## src/rtl/avr109_pkg.sv

```systemverilog
// Shared types and constants for the AVR109 UART receive path.
// Also provides the divider calculation reused by the transmit side.
package avr109_pkg;

    typedef enum logic [2:0] {
        IDLE      = 3'd0,
        START     = 3'd1,
        DATA      = 3'd2,
        STOP      = 3'd3,
        WAIT_HIGH = 3'd4
    } rx_state_e;

    localparam int OVERSAMPLE = 16;
    localparam int SAMPLE_MID = 8;

    // Clocks per oversample tick, floored and never allowed below one.
    function automatic int calc_div(input int clk_freq, input int baud_rate);
        int d;
        d = clk_freq / (baud_rate * OVERSAMPLE);
        return (d < 1) ? 1 : d;
    endfunction

endpackage

```

## src/rtl/avr109_baud_tick.sv

```systemverilog
// Oversample tick generator: counts 0..DIV-1 and pulses tick on the wrap.
// A synchronous clear restarts the count so a bit period aligns to a start edge.
module avr109_baud_tick #(
    parameter int DIV = 10
) (
    input  logic clk,
    input  logic rst,
    input  logic clr,
    output logic tick
);

    localparam int CW = (DIV > 1) ? $clog2(DIV) : 1;
    localparam logic [CW-1:0] LAST = CW'(DIV - 1);

    logic [CW-1:0] cnt_q;
    logic [CW-1:0] cnt_d;

    always_comb begin
        cnt_d = cnt_q + 1'b1;
        if (clr || (cnt_q == LAST)) begin
            cnt_d = '0;
        end
    end

    always_ff @(posedge clk or posedge rst) begin
        if (rst) begin
            cnt_q <= '0;
        end else begin
            cnt_q <= cnt_d;
        end
    end

    assign tick = (cnt_q == LAST);

endmodule

```

## src/rtl/avr109_uart_rx.sv

```systemverilog
// 16x oversampling 8N1 receiver producing single-cycle byte and framing-error pulses.
// Define AVR109_RX_MAJORITY_EN to decide each bit by a 2-of-3 vote of sub-bits 7, 8, 9.
module avr109_uart_rx
    import avr109_pkg::*;
#(
    parameter int CLK_FREQUENCY = 1560000,
    parameter int BAUD_RATE     = 9600
) (
    input  logic       clk,
    input  logic       rst,
    input  logic       rxd,
    input  logic       rx_enabled,
    output logic [7:0] rx_data,
    output logic       rx_avail,
    output logic       frame_err
);

    localparam int DIV = calc_div(CLK_FREQUENCY, BAUD_RATE);
    localparam logic [3:0] SUB_LAST = 4'(OVERSAMPLE - 1);

    rx_state_e  state_q, state_d;
    logic       sync1_q, sync2_q, prev_q;
    logic [3:0] sub_q, sub_d;
    logic [2:0] bit_idx_q, bit_idx_d;
    logic [7:0] shift_q, shift_d;
    logic [7:0] rx_data_q, rx_data_d;
    logic       rx_avail_q, rx_avail_d;
    logic       frame_err_q, frame_err_d;

    logic rxd_s;
    logic fall;
    logic tick;
    logic div_clr;
    logic bit_val;
    logic sample_now;
    logic sub_wrap;
    logic abort;

    assign rxd_s = sync2_q;
    assign fall  = prev_q & ~sync2_q;

    avr109_baud_tick #(
        .DIV (DIV)
    ) u_tick (
        .clk  (clk),
        .rst  (rst),
        .clr  (div_clr),
        .tick (tick)
    );

`ifdef AVR109_RX_MAJORITY_EN
    // Decision lands on the tick of sub-bit 9, once sub-bits 7 and 8 are held.
    localparam logic [3:0] DECIDE_SUB = 4'(SAMPLE_MID);

    logic s7_q, s7_d, s8_q, s8_d;

    always_comb begin
        s7_d = s7_q;
        s8_d = s8_q;
        if (tick && (sub_q == 4'(SAMPLE_MID - 2))) s7_d = rxd_s;
        if (tick && (sub_q == 4'(SAMPLE_MID - 1))) s8_d = rxd_s;
    end

    always_ff @(posedge clk or posedge rst) begin
        if (rst) begin
            s7_q <= 1'b1;
            s8_q <= 1'b1;
        end else begin
            s7_q <= s7_d;
            s8_q <= s8_d;
        end
    end

    assign bit_val = (s7_q & s8_q) | (s7_q & rxd_s) | (s8_q & rxd_s);
`else
    localparam logic [3:0] DECIDE_SUB = 4'(SAMPLE_MID - 1);

    assign bit_val = rxd_s;
`endif

    assign sample_now = tick && (sub_q == DECIDE_SUB);
    assign sub_wrap   = tick && (sub_q == SUB_LAST);
    assign abort      = (state_q != IDLE) && !rx_enabled;

    // State register
    always_ff @(posedge clk or posedge rst) begin
        if (rst) begin
            state_q <= IDLE;
        end else begin
            state_q <= state_d;
        end
    end

    // Next-state logic
    always_comb begin
        state_d = state_q;
        if (abort) begin
            state_d = IDLE;
        end else begin
            case (state_q)
                IDLE:      if (rx_enabled && fall) state_d = START;
                START: begin
                    if (sample_now && bit_val) state_d = IDLE;
                    else if (sub_wrap)         state_d = DATA;
                end
                DATA:      if (sub_wrap && (bit_idx_q == 3'd7)) state_d = STOP;
                STOP:      if (sample_now) state_d = bit_val ? IDLE : WAIT_HIGH;
                WAIT_HIGH: if (rxd_s) state_d = IDLE;
                default:   state_d = IDLE;
            endcase
        end
    end

    // Output and datapath logic
    always_comb begin
        div_clr     = 1'b0;
        sub_d       = sub_q;
        bit_idx_d   = bit_idx_q;
        shift_d     = shift_q;
        rx_data_d   = rx_data_q;
        rx_avail_d  = 1'b0;
        frame_err_d = 1'b0;
        if (!abort) begin
            case (state_q)
                IDLE: begin
                    if (rx_enabled && fall) begin
                        div_clr   = 1'b1;
                        sub_d     = '0;
                        bit_idx_d = '0;
                    end
                end
                START: begin
                    if (tick) sub_d = sub_q + 4'd1;
                end
                DATA: begin
                    if (tick) sub_d = sub_q + 4'd1;
                    if (sample_now) shift_d = {bit_val, shift_q[7:1]};
                    if (sub_wrap) bit_idx_d = bit_idx_q + 3'd1;
                end
                STOP: begin
                    if (tick) sub_d = sub_q + 4'd1;
                    if (sample_now) begin
                        if (bit_val) begin
                            rx_data_d  = shift_q;
                            rx_avail_d = 1'b1;
                        end else begin
                            frame_err_d = 1'b1;
                        end
                    end
                end
                default: ;
            endcase
        end
    end

    always_ff @(posedge clk or posedge rst) begin
        if (rst) begin
            sync1_q     <= 1'b1;
            sync2_q     <= 1'b1;
            prev_q      <= 1'b1;
            sub_q       <= '0;
            bit_idx_q   <= '0;
            shift_q     <= '0;
            rx_data_q   <= '0;
            rx_avail_q  <= 1'b0;
            frame_err_q <= 1'b0;
        end else begin
            sync1_q     <= rxd;
            sync2_q     <= sync1_q;
            prev_q      <= sync2_q;
            sub_q       <= sub_d;
            bit_idx_q   <= bit_idx_d;
            shift_q     <= shift_d;
            rx_data_q   <= rx_data_d;
            rx_avail_q  <= rx_avail_d;
            frame_err_q <= frame_err_d;
        end
    end

    assign rx_data   = rx_data_q;
    assign rx_avail  = rx_avail_q;
    assign frame_err = frame_err_q;

endmodule
```

## config.mk

```make
export PLATFORM = sky130hd
export DESIGN_NAME = avr109_uart_rx
export DESIGN_NICKNAME = d
export VERILOG_FILES = /design/src/rtl/avr109_pkg.sv /design/src/rtl/avr109_baud_tick.sv /design/src/rtl/avr109_uart_rx.sv
export SDC_FILE = /design/constraint.sdc
export NUM_CORES = 1
export LEC_CHECK = 0
export BUFFER_PORTS_ARGS = -buffer_cell sky130_fd_sc_hd__buf_2
export CELL_PAD_IN_SITES_DETAIL_PLACEMENT = 0
export CELL_PAD_IN_SITES_GLOBAL_PLACEMENT = 1
export CORE_ASPECT_RATIO = 1.5
export CORE_MARGIN = 5
export CORE_UTILIZATION = 47
export DETAILED_ROUTE_END_ITERATION = 12
export GPL_TIMING_DRIVEN = 0
export PLACE_DENSITY = 0.76
export SKIP_CTS_REPAIR_TIMING = 1
export SLEW_MARGIN = 20
export SYNTH_ARGS = -nofsm -noshare
export SYNTH_HDL_FRONTEND = slang
export SYNTH_SLANG_ARGS = --single-unit
```

## constraint.sdc

```tcl
create_clock -name clk -period 2.67 [get_ports clk]
set_clock_uncertainty 0.05 [all_clocks]
set_input_delay 0.534 -clock clk [delete_from_list [all_inputs] [get_ports clk]]
set_output_delay 0.534 -clock clk [all_outputs]
set_load 0.005 [all_outputs]
```

* After elaboration in Yosys (flattened, before gate mapping)
Cells that the tools add are included.
Storage, ports and cells: register bits 35, logic and storage cells 78, output and inout bits 10, input port bits 4
Operators by class: mux-type cells 27, $add $sub $neg 3, bitwise logic cells 3, eq/ne operators 16, reduce and logical (&&, ||, !) cells 18
Operators by type and width (count):
- 3-bit two-way mux | 10
- 3-bit one-hot mux with 5 select lines | 1
- 4-bit two-way mux | 3
- 3-bit != test (second input constant) | 4
- 4-bit AND reduction | 3
- 1-bit two-way mux | 11
- 4-bit by 1-bit adder with 4-bit output (second input constant) | 2
- 4-bit equality test (second input constant) | 2
- 4-bit one-hot mux with 2 select lines | 1
- 3-bit by 2-bit equality test with 1-bit output (second input constant) | 2
- 3-bit equality test (second input constant) | 2
- 1-bit logical AND | 6
- 3-bit one-hot mux with 2 select lines | 1
- 5-bit AND reduction | 1
- 4-bit by 3-bit equality test with 1-bit output (second input constant) | 1
- 2-bit != test (second input constant) | 2
- 4-bit != test (second input constant) | 1
- 2-bit nonzero test | 2
- 3-bit by 1-bit adder with 3-bit output (second input constant) | 1
- 3-bit by 1-bit equality test with 1-bit output (second input constant) | 1
- 3-bit zero test | 1
- 3-bit AND reduction | 1
- 3-bit nonzero test | 1
- 3-bit OR reduction | 1
- other kinds (5) | 6

* Depth between registers and ports, before layout
Gate-level depths: netlist of the first run.
word-level depth 8, mapped depth 6, mapped depth without buffers 5

* Hierarchy
From an unflattened synthesis of the first run, not the netlist that was laid out.
Second synthesis, totals: cell total of the unflattened synthesis 135, area total of the unflattened synthesis 1656.6 sq um
Modules (own cells, without submodules):
- avr109_uart_rx | cells each 114, seq. area each 779.5 sq um, instances 1, area an instance 1448.9 sq um
- avr109_baud_tick | cells each 21, seq. area each 100.1 sq um, instances 1, area an instance 207.7 sq um

* Worst setup path before layout of the first run
Ideal clock, no wire load.
path kind in2reg, start point input port rx_enabled, end point register shift_q[0], data arrival time 1718 ps, buffers on the path 1, path slack 777 ps, library setup time 125 ps, stages 4, data required time 2495 ps, path through or3b_1 > buf_2 > nor4_4 > mux2_2
Between the ends: word-level cells in the longest chain between the ends 4
Ends and longest elaborated chain:
- from (decl) | line avr109_uart_rx.sv:12 | input logic rx_enabled,
- 1-bit zero test | line avr109_uart_rx.sv:83 | assign abort = (state_q != IDLE) && !rx_enabled;
- 1-bit logical AND | line avr109_uart_rx.sv:83
- 1-bit NOT (no line)
- 3-bit AND reduction (no line)
- to (signal assigned) | line avr109_uart_rx.sv:173 | shift_q <= shift_d;
- to (decl) | line avr109_uart_rx.sv:25 | logic [7:0] shift_q, shift_d;
No other way between the ends. A chain may end at the register's enable or synchronous reset.

* Final worst setup path of the first run
start point register u_tick.cnt_q[1], end point register shift_q[2]
Between the ends: word-level cells in the longest chain between the ends 3
Ends and longest elaborated chain:
- from (decl) | line avr109_baud_tick.sv:15 | logic [CW-1:0] cnt_q;
- from (signal assigned) | line avr109_baud_tick.sv:29 | cnt_q <= cnt_d;
- 4-bit equality test | line avr109_baud_tick.sv:33 | assign tick = (cnt_q == LAST);
- 1-bit logical AND | line avr109_uart_rx.sv:81 | assign sample_now = tick && (sub_q == DECIDE_SUB);
- 3-bit AND reduction (no line)
No other way between the ends.

==> results of run 1 <==
==> flip-flops by register name (all words and copies together), names as in the netlist, 3 cells and up <==
register and count:
bit_idx_q 3, rx_data 8, shift_q 8, state_q 3
sub_q 4, u_tick.cnt_q 4
==> cell usage after synthesis (all sizes together) <==
library cell and n:
clkbuf 3, mux2i 1, nand3 5, a2bb2oi 1
nor2b 1, dfstp 3, xnor2 1, or3 1
buf 3, ha 5, o31ai 4, inv 7
or4 6, nor4 6, and3b 1, a41oi 1
o41ai 1, xor2 1, a211o 1, nand4 1
nand2b 5, mux2 16, and2 2, or3b 1
nand2 5, a21oi 4, nand3b 3, nor2 2
nand4b 1, o211ai 2, nor3 5, o32ai 1
dfrtp 32
==> worst register-to-register path: stages (launching register included) <==
cell,delay (ns)
dfrtp_1,0.40
inv_1,0.07
ha_1,0.18
nand3b_1,0.28
nor4_4,0.61
mux2_2,0.41
==> area by class of cell <==
type	count	area [um^2]
multi-input combinational	84	686
buffer	6	32.5
timing repair buffer	13	65.1
clock buffer	7	76.3
clock inverter	1	5.00
tap	42	52.6
inverter	7	26.3
sequential	35	880
fill	316	1560
==> worst max path at each step <==
stage | start | to | slack (ns) | cells after the start
after floorplan | rx_enabled | shift_q[0] | 0.78 | 4
after global placement | rx_enabled | shift_q[6] | 0.46 | 5
after detailed placement | rx_enabled | shift_q[1] | 0.44 | 5
after CTS | u_tick.cnt_q[1] | shift_q[1] | 0.50 | 5
after global routing | u_tick.cnt_q[1] | shift_q[2] | 0.41 | 5
final | u_tick.cnt_q[1] | shift_q[2] | 0.56 | 5
==> cell families (layout without fill, tap and decap cells) <==
family,count (synthesis),count (layout),share of synthesized area
simple gates,45,45,0.189
xor+xnor,2,2,0.0108
flops,35,35,0.542
compound gates,15,15,0.0670
fa+ha+maj,5,5,0.0385
mux,17,17,0.117
buf+inv,13,34,0.0362
==> per-stage QoR <==
step                      hold slack (ns)  std cells  worst slack [ns]
final                               0.298        195             0.556
after global routing                0.280        195             0.410
after CTS                           0.287        195             0.499
after detailed placement            0.297        187             0.438
after global placement              0.296        187             0.462
after floorplan                     0.295        132             0.777
==> layer usage <==
metal / global-route usage / up-vias
li1: - / 523
met3: 0.0346 / 6
met1: 0.164 / 539
met5: 0 / -
met2: 0.245 / 15
met4: 0.0626 / 0
==> report_power, final <==
part	leakage, nW	switching, mW	internal [mW]	total, mW
logic	0.360	0.0922	0.0733	0.166
clock network	0.0422	0.180	0.183	0.363
registers	0.463	0.0404	0.576	0.616
==> impl_metrics.ini, run 1 <==
[routing]
viasPerCell = 5.55
route.met3.wl_um = 82
vias = 1083
route.detailed.drc = 0
drt-met1-wl_mm = 1.25
drt_iter0_drc = 12
routedWlPerCell_um = 15.1
first_pass_iters = 4
totalWireLength_mm = 2.95
wl_met2_mm = 1.56
ant_nets = 0
top_layer = met4

[power]
ir_drop_mv = 0.378
finalPower_mw = 1.14
power_density_nw_per_um2 = 628
p_leak_nw = 0.865

[job]
maxCapViolCount = 0

[critical_path]
r2r-start = u_tick.cnt_q[1]
worst-r2r-setup-slack_ns = 0.56
critPathArrivalTime_ns = 2.23
critPathRequiredTime_ns = 2.78
crit_family = simple AND/OR/NAND/NOR gates
cp.buffers_inverters = 1
critPathSlowestCell = nor4_4
worstSetupPathType = reg2reg
rr_endpoint = shift_q[2]
crit_path_cell_trace = inv_1, ha_1, nand3b_1, nor4_4, mux2_2
max_stage_delay_ns = 0.60
cp_max_fo = 8
worstSetupEndpointType = flop
worst_setup_path_start_kind = flop
reg2reg_depth = 5

[floorplan]
die_area_um2 = 4760
initial_core_util = 0.480
io_pins = 14
die_w_um = 58.0
num_rows = 26
core_um2 = 3380
dieHeight_um = 82.0

[layout]
syn2layout_area_growth_pct = 12.2
antenna_cells = 0
final_nets = 161
final_common_cell = dfrtp_1
fin_util = 0.539
layout-drive-gt1-share = 0.294
final_cell_mix = dfrtp_1, mux2_2, buf_2
fin_area_um2 = 1820

[global_route]
antenna_found_initial = 0
grt_first_pass_wirelength_mm = 5.05
grt-ovfl-total = 0
grt_max_degree = 36
grt_pass1_vias = 1102
grt_usage = 0.142

[placed_design]
placed_cell_area_um2 = 1740
dp_hpwl_mm = 2.11
place.gp.congestion = 0.847
port_buffers = 13

[timing]
max_freq_mhz = 473
rsz0062_at_grt = no
tightestPinTransition_ns = 0.778
maxSlewViolCount = 0
final-hold-violation-count = 0
slew_headroom = 0.477
fin_crit_sh = 0.792
finalSetupTns_ns = 0
setup_viol = 0
layout_min_cycle_time_ns = 2.11

[synthesis]
syn_area_um2 = 1620
synth_nets = 141
synthCells = 132
yosysTopAreaCell = dfrtp_1
ys_top_cells_by_area = dfrtp_1, mux2_2, dfstp_2
yosysWarnings = 0
ys_ff_latch = 35
synth.distinct_cells = 36
yosysSeqAreaShare = 0.542
yosysTopAreaCellShare = 0.493
avgSynthCellArea_um2 = 12.3

[run_status]
status = complete, no violations

[clock_network]
cts_tree = built
clk_pin_slew_worst_paths_ns = 0.07
h-tree-depth = 2
cts_buffers = 5
clock_latency_ns = 0.29
clk_path_buf_depth = 2
cts-root-buf = clkbuf_8
cts.sinks = 35

[min_path]
min_path_type = in2async
Power figures use the tool's default switching activity.
==> run 2: changes to the inputs <==
- ABC_AREA: default -> 1
- CORE_UTILIZATION: 47 -> 45
- PLACE_DENSITY: 0.76 -> 0.77
- clock period: 2.67 -> 2.16 ns (I/O delays scaled with it)
==> run 2 against run 1 <==
Sequential share of layout area is 1.6 points lower. Clock power increased by 68%. Critical path depth rose by 6. Cell count increased by 24%. Synthesized area is 1.5% higher. Via count is 9.6% higher. Synthesized cell count rose by 34%. Die area increased by 5.1%. Worst setup slack worse by 0.062 ns. Register-to-register slack got worse by 0.06 ns. Hold slack worse by 0.11 ns. Critical endpoint is now state_q[1]. Largest cell class unchanged. Highest routed layer unchanged.
==> impl_metrics.ini, run 2 <==
[run_status]
status = complete, no violations

[critical_path]
r2r-start = u_tick.cnt_q[1]
critPathSlowestCell = dfrtp_1
rr_endpoint = state_q[1]
crit_path_cell_trace = inv_1, ha_1, nand2_1, nor2_4, nand2_1, nand2_1, nand2_1, nor2_2, nand3_2, nand2_1, nand2_1
worst_setup_path_start_kind = flop
crit_family = simple AND/OR/NAND/NOR gates
critPathRequiredTime_ns = 2.29
cp_max_fo = 5
reg2reg_depth = 11
critPathArrivalTime_ns = 1.79
max_stage_delay_ns = 0.40
worstSetupPathType = reg2reg
worst-r2r-setup-slack_ns = 0.49
cp.buffers_inverters = 1
worstSetupEndpointType = flop
path_common_cell = nand2_1

[timing]
rsz0062_at_grt = no
setup_viol = 0
max_freq_mhz = 600
final-hold-violation-count = 0
layout_min_cycle_time_ns = 1.67
holdWs_ns = 0.193
worst_slack_ns = 0.493
finalSetupTns_ns = 0
maxSlewViolCount = 0
fin_crit_sh = 0.772
tightestPinTransition_ns = 0.714
slew_headroom = 0.523

[min_path]
hold_end = sync1_q
min_path_type = in2reg
hold_depth = 1
hp-start = rxd

[routing]
viasPerCell = 4.93
routedWlPerCell_um = 12.7
vias = 1187
first_pass_iters = 4
totalWireLength_mm = 3.07
route.detailed.drc = 0
ant_nets = 0
drt_iter0_drc = 41

[global_route]
antenna_found_initial = 0
met3_usage = 0.0449
grt_max_degree = 36
grt_pass1_vias = 1239
grt_usage = 0.141
gr-usage-met2 = 0.245
grt_first_pass_wirelength_mm = 5.41
gr-max-usage-layer = met2
grt_use_met1 = 0.150
grt-ovfl-total = 0

[synthesis]
ys_top_cells_by_area = dfrtp_1, nand2_1, o21ai_1
synth-async-reset-ratio = 1.00
synthTopCellsByCount = nand2_1, dfrtp_1, inv_1
synth_flop_cell = dfrtp_1
syn_area_um2 = 1650
synthCells = 177
ys_ff_latch = 35
synth_nets = 186
yosysTopAreaCell = dfrtp_1
yosysTopAreaCellShare = 0.486
synth_edf_count = 0
yosysMostFrequentCell = nand2_1
avgSynthCellArea_um2 = 9.31
yosysSeqAreaShare = 0.534
yosysWarnings = 0
synth.distinct_cells = 26

[placed_design]
port_buffers = 13
place_ws_ns = 0.482
place.gp.congestion = 0.807
dp_hpwl_mm = 2.29
placed_cell_area_um2 = 1770
place_inst = 233

[clock_network]
h-tree-depth = 2
clock_latency_ns = 0.29
cts_buffers = 5
cts-root-buf = clkbuf_8
clk_path_buf_depth = 2
cts.sinks = 35
cts_tree = built
clk_pin_slew_worst_paths_ns = 0.07

[layout]
final_nets = 206
final_cell_mix = nand2_1, dfrtp_1, inv_1
fin_util = 0.521
antenna_cells = 0
final_common_cell = nand2_1
final_cells = 241
layout-drive-gt1-share = 0.247
fin_area_um2 = 1880
syn2layout_area_growth_pct = 14.4

[floorplan]
die_area_um2 = 5000
die_w_um = 59.4
num_rows = 27
initial_core_util = 0.456
io_pins = 14
core_um2 = 3610
dieHeight_um = 84.1

[power]
p_leak_nw = 0.938
finalPower_mw = 2.04
power_density_nw_per_um2 = 1080
ir_drop_mv = 0.604

[job]
maxCapViolCount = 0
run 2: cell types whose count changed after synthesis, sizes merged, moves of 3 or more:
cell | previous run | this run
a21oi | 4 | 1
nand3b | 3 | 0
nor3 | 5 | 1
or4 | 6 | 0
clkbuf | 3 | 0
nand2 | 5 | 49
nand2b | 5 | 0
nand3 | 5 | 13
o21ai | 0 | 23
o31ai | 4 | 0
inv | 7 | 22
nor4 | 6 | 1
nor2 | 2 | 13
mux2 | 16 | 0
run 2: cell type report:
class	count	area [um^2]
Fill cell	358	1730
Multi-Input combinational cell	118	663
Inverter	22	82.6
Timing Repair Buffer	13	65.1
Buffer	2	22.5
Sequential cell	35	880
Clock buffer	6	82.6
Clock inverter	2	35.0
Tap cell	43	53.8
run 2: routing by layer:
metal / wire (um) / part of all wire
met5: 0 / 0
met3: 145 / 0.047
met1: 1210 / 0.39
met2: 1650 / 0.54
met4: 68 / 0.022
run 2: kinds of logic (layout without fill, tap and decap cells):
kind of cell	after synthesis	after routing	synth area share
AND/OR/NAND/NOR	83	83	0.241
flip-flops	35	35	0.534
AO/OA/AOI/OAI	26	26	0.102
buffers and inverters	24	45	0.0638
adder cells (fa/ha/maj)	5	5	0.0380
XOR/XNOR	4	4	0.0213
run 2: power by group:
group | leakage, nW | internal [mW] | switching, mW
clock network | 0.0612 | 0.373 | 0.237
logic | 0.411 | 0.215 | 0.350
registers | 0.466 | 0.757 | 0.107
total | 0.938 | 1.34 | 0.694
run 2: how the worst max path moves through the flow:
stage                     cells past startpoint       startpoint    endpoint
after floorplan                              11  u_tick.cnt_q[1]  state_q[1]
after global placement                        2              rst  state_q[1]
after detailed placement                     11  u_tick.cnt_q[1]  state_q[1]
after CTS                                    11  u_tick.cnt_q[1]  state_q[1]
after global routing                         10         sub_q[0]  state_q[1]
final                                        11  u_tick.cnt_q[1]  state_q[1]
==> run 3: changes to the inputs <==
- CORE_UTILIZATION: 45 -> 40
- PLACE_DENSITY: 0.77 -> 0.72
- clock period: 2.16 -> 1.4 ns (I/O delays scaled with it)
==> run 3 against run 2 <==
The flow now finishes with violations (setup timing). Critical path depth shrank 1. Flip-flop and latch count is the same. Non-clock buffer count grew 13. Cell count grew 6.2%. Fmax grew 4.8%. Via count grew 6.4%. Clock power grew 15%. Critical path type unchanged. Die area grew 11%. Largest power group unchanged.
==> impl_metrics.ini, run 3 (synthesis gave the netlist of run 2 again) <==
[job]
maxCapViolCount = 0

[layout]
final_nets = 219
fin_util = 0.533
syn2layout_area_growth_pct = 28.0
final_cell_mix = nand2_1, dfrtp_1, inv_1
final_common_cell = nand2_1
nFillCells = 360
antenna_cells = 0
layout-drive-gt1-share = 0.436

[critical_path]
worstSetupEndpointType = flop
critPathSlowestCell = dfrtp_1
critPathRequiredTime_ns = 1.52
path_common_cell = nand2_2
worstSetupPathType = reg2reg
cp_max_fo = 10
critPathArrivalTime_ns = 1.71
crit_path_cell_trace = inv_1, ha_2, nand2_2, nor2_4, nand2_2, inv_2, nand3_4, buf_8, nand2_2, o21ai_2
max_stage_delay_ns = 0.38
worst_setup_path_start_kind = flop

[timing]
maxSlewViolCount = 0
rsz0062_at_grt = yes
slew_headroom = 0.513
layout_min_cycle_time_ns = 1.59
tightestPinTransition_ns = 0.730
worst_slack_ns = -0.191
final-hold-violation-count = 0
max_freq_mhz = 629
fin_crit_sh = 1.14
setup_viol = 27
holdWs_ns = 0.0405

[clock_network]
cts.sinks = 35
clock_latency_ns = 0.29
h-tree-depth = 2
cts_tree = built
clk_path_buf_depth = 2
cts-root-buf = clkbuf_8
cts_buffers = 5
clk_pin_slew_worst_paths_ns = 0.07

[routing]
drt_iter0_drc = 54
viasPerCell = 4.93
routedWlPerCell_um = 12.9
totalWireLength_mm = 3.29
ant_nets = 0
route.detailed.drc = 0
vias = 1263
first_pass_iters = 4

[power]
finalPower_mw = 3.14
ir_drop_mv = 0.736
p_leak_nw = 1.04
power_density_nw_per_um2 = 1490

[global_route]
grt_first_pass_wirelength_mm = 5.53
grt-ovfl-total = 0
antenna_found_initial = 0
grt_pass1_vias = 1246
grt_usage = 0.127
grt_max_degree = 36

[run_status]
status = finished with violations
violations = setup timing

[floorplan]
die_w_um = 62.4
io_pins = 14
num_rows = 28
die_area_um2 = 5530
initial_core_util = 0.416
core_um2 = 3960
dieHeight_um = 88.6

[placed_design]
place.gp.congestion = 0.882
dp_hpwl_mm = 2.29
port_buffers = 13
place_ws_ns = -0.236

[min_path]
min_path_type = in2reg
run 3: cell types whose count changed in the layout (fill, tap and decap cells not counted), sizes merged:
cell and change:
buf +12, bufinv -1, clkbuf +1, clkinvlp +1
run 3: layout make-up:
| type | count | area [um^2] | area share |
|---|---|---|---|
| timing repair buffer | 26 | 191 | 0.0907 |
| sequential | 35 | 882 | 0.418 |
| clock inverter | 2 | 12.5 | 0.00593 |
| clock buffer | 6 | 72.6 | 0.0344 |
| tap | 45 | 56.3 | 0.0267 |
| multi-input combinational | 118 | 782 | 0.371 |
| buffer | 2 | 30.0 | 0.0142 |
| inverter | 22 | 82.6 | 0.0391 |
run 3: worst paths after layout:
check	from	endpoint	slack [ns]	cells past startpoint
max	u_tick.cnt_q[1]	rx_data[1]	-0.19	10
min	rxd	sync1_q	0.04	1
max reg2reg	u_tick.cnt_q[1]	rx_data[1]	-0.19	10
min reg2reg	sync1_q	bit_val	0.31	0
max in group asynchronous	rst	state_q[1]	0.72	2
min in group asynchronous	rst	shift_q[7]	0.06	2
run 3: through the flow:
| step | instances | TNS (ns) | instance area (um^2) |
|---|---|---|---|
| after CTS | 243 | -4.96 | 1870 |
| after global placement | 235 | -7.56 | 1780 |
| final | 256 | -3.38 | 2110 |
| after floorplan | 177 | -0.314 | 1660 |
| after global routing | 256 | -6.50 | 2110 |
| after detailed placement | 235 | -4.66 | 1780 |
run 3: critical path: cells and delay by family, from the launching register on:
family | cells | cell delay (ns)
buffers and inverters | 3 | 0.35
AND/OR/NAND/NOR | 5 | 0.48
flip-flops | 1 | 0.38
AO/OA/AOI/OAI | 1 | 0.05
adder cells (fa/ha/maj) | 1 | 0.16
run 3: routing by layer:
layer | routed length [um] | share of wire | vias up | track usage
li1 | - | - | 638 | -
met3 | 134 | 0.041 | 10 | 0.0330
met4 | 68 | 0.021 | 0 | 0.0656
met2 | 1850 | 0.56 | 20 | 0.233
met1 | 1240 | 0.38 | 595 | 0.132
met5 | 0 | 0 | - | 0
run 3: power breakdown:
group | switching [mW] | internal, mW
Combinational | 0.642 | 0.455
Clock | 0.353 | 0.347
Sequential | 0.165 | 1.17
Total | 1.16 | 1.98
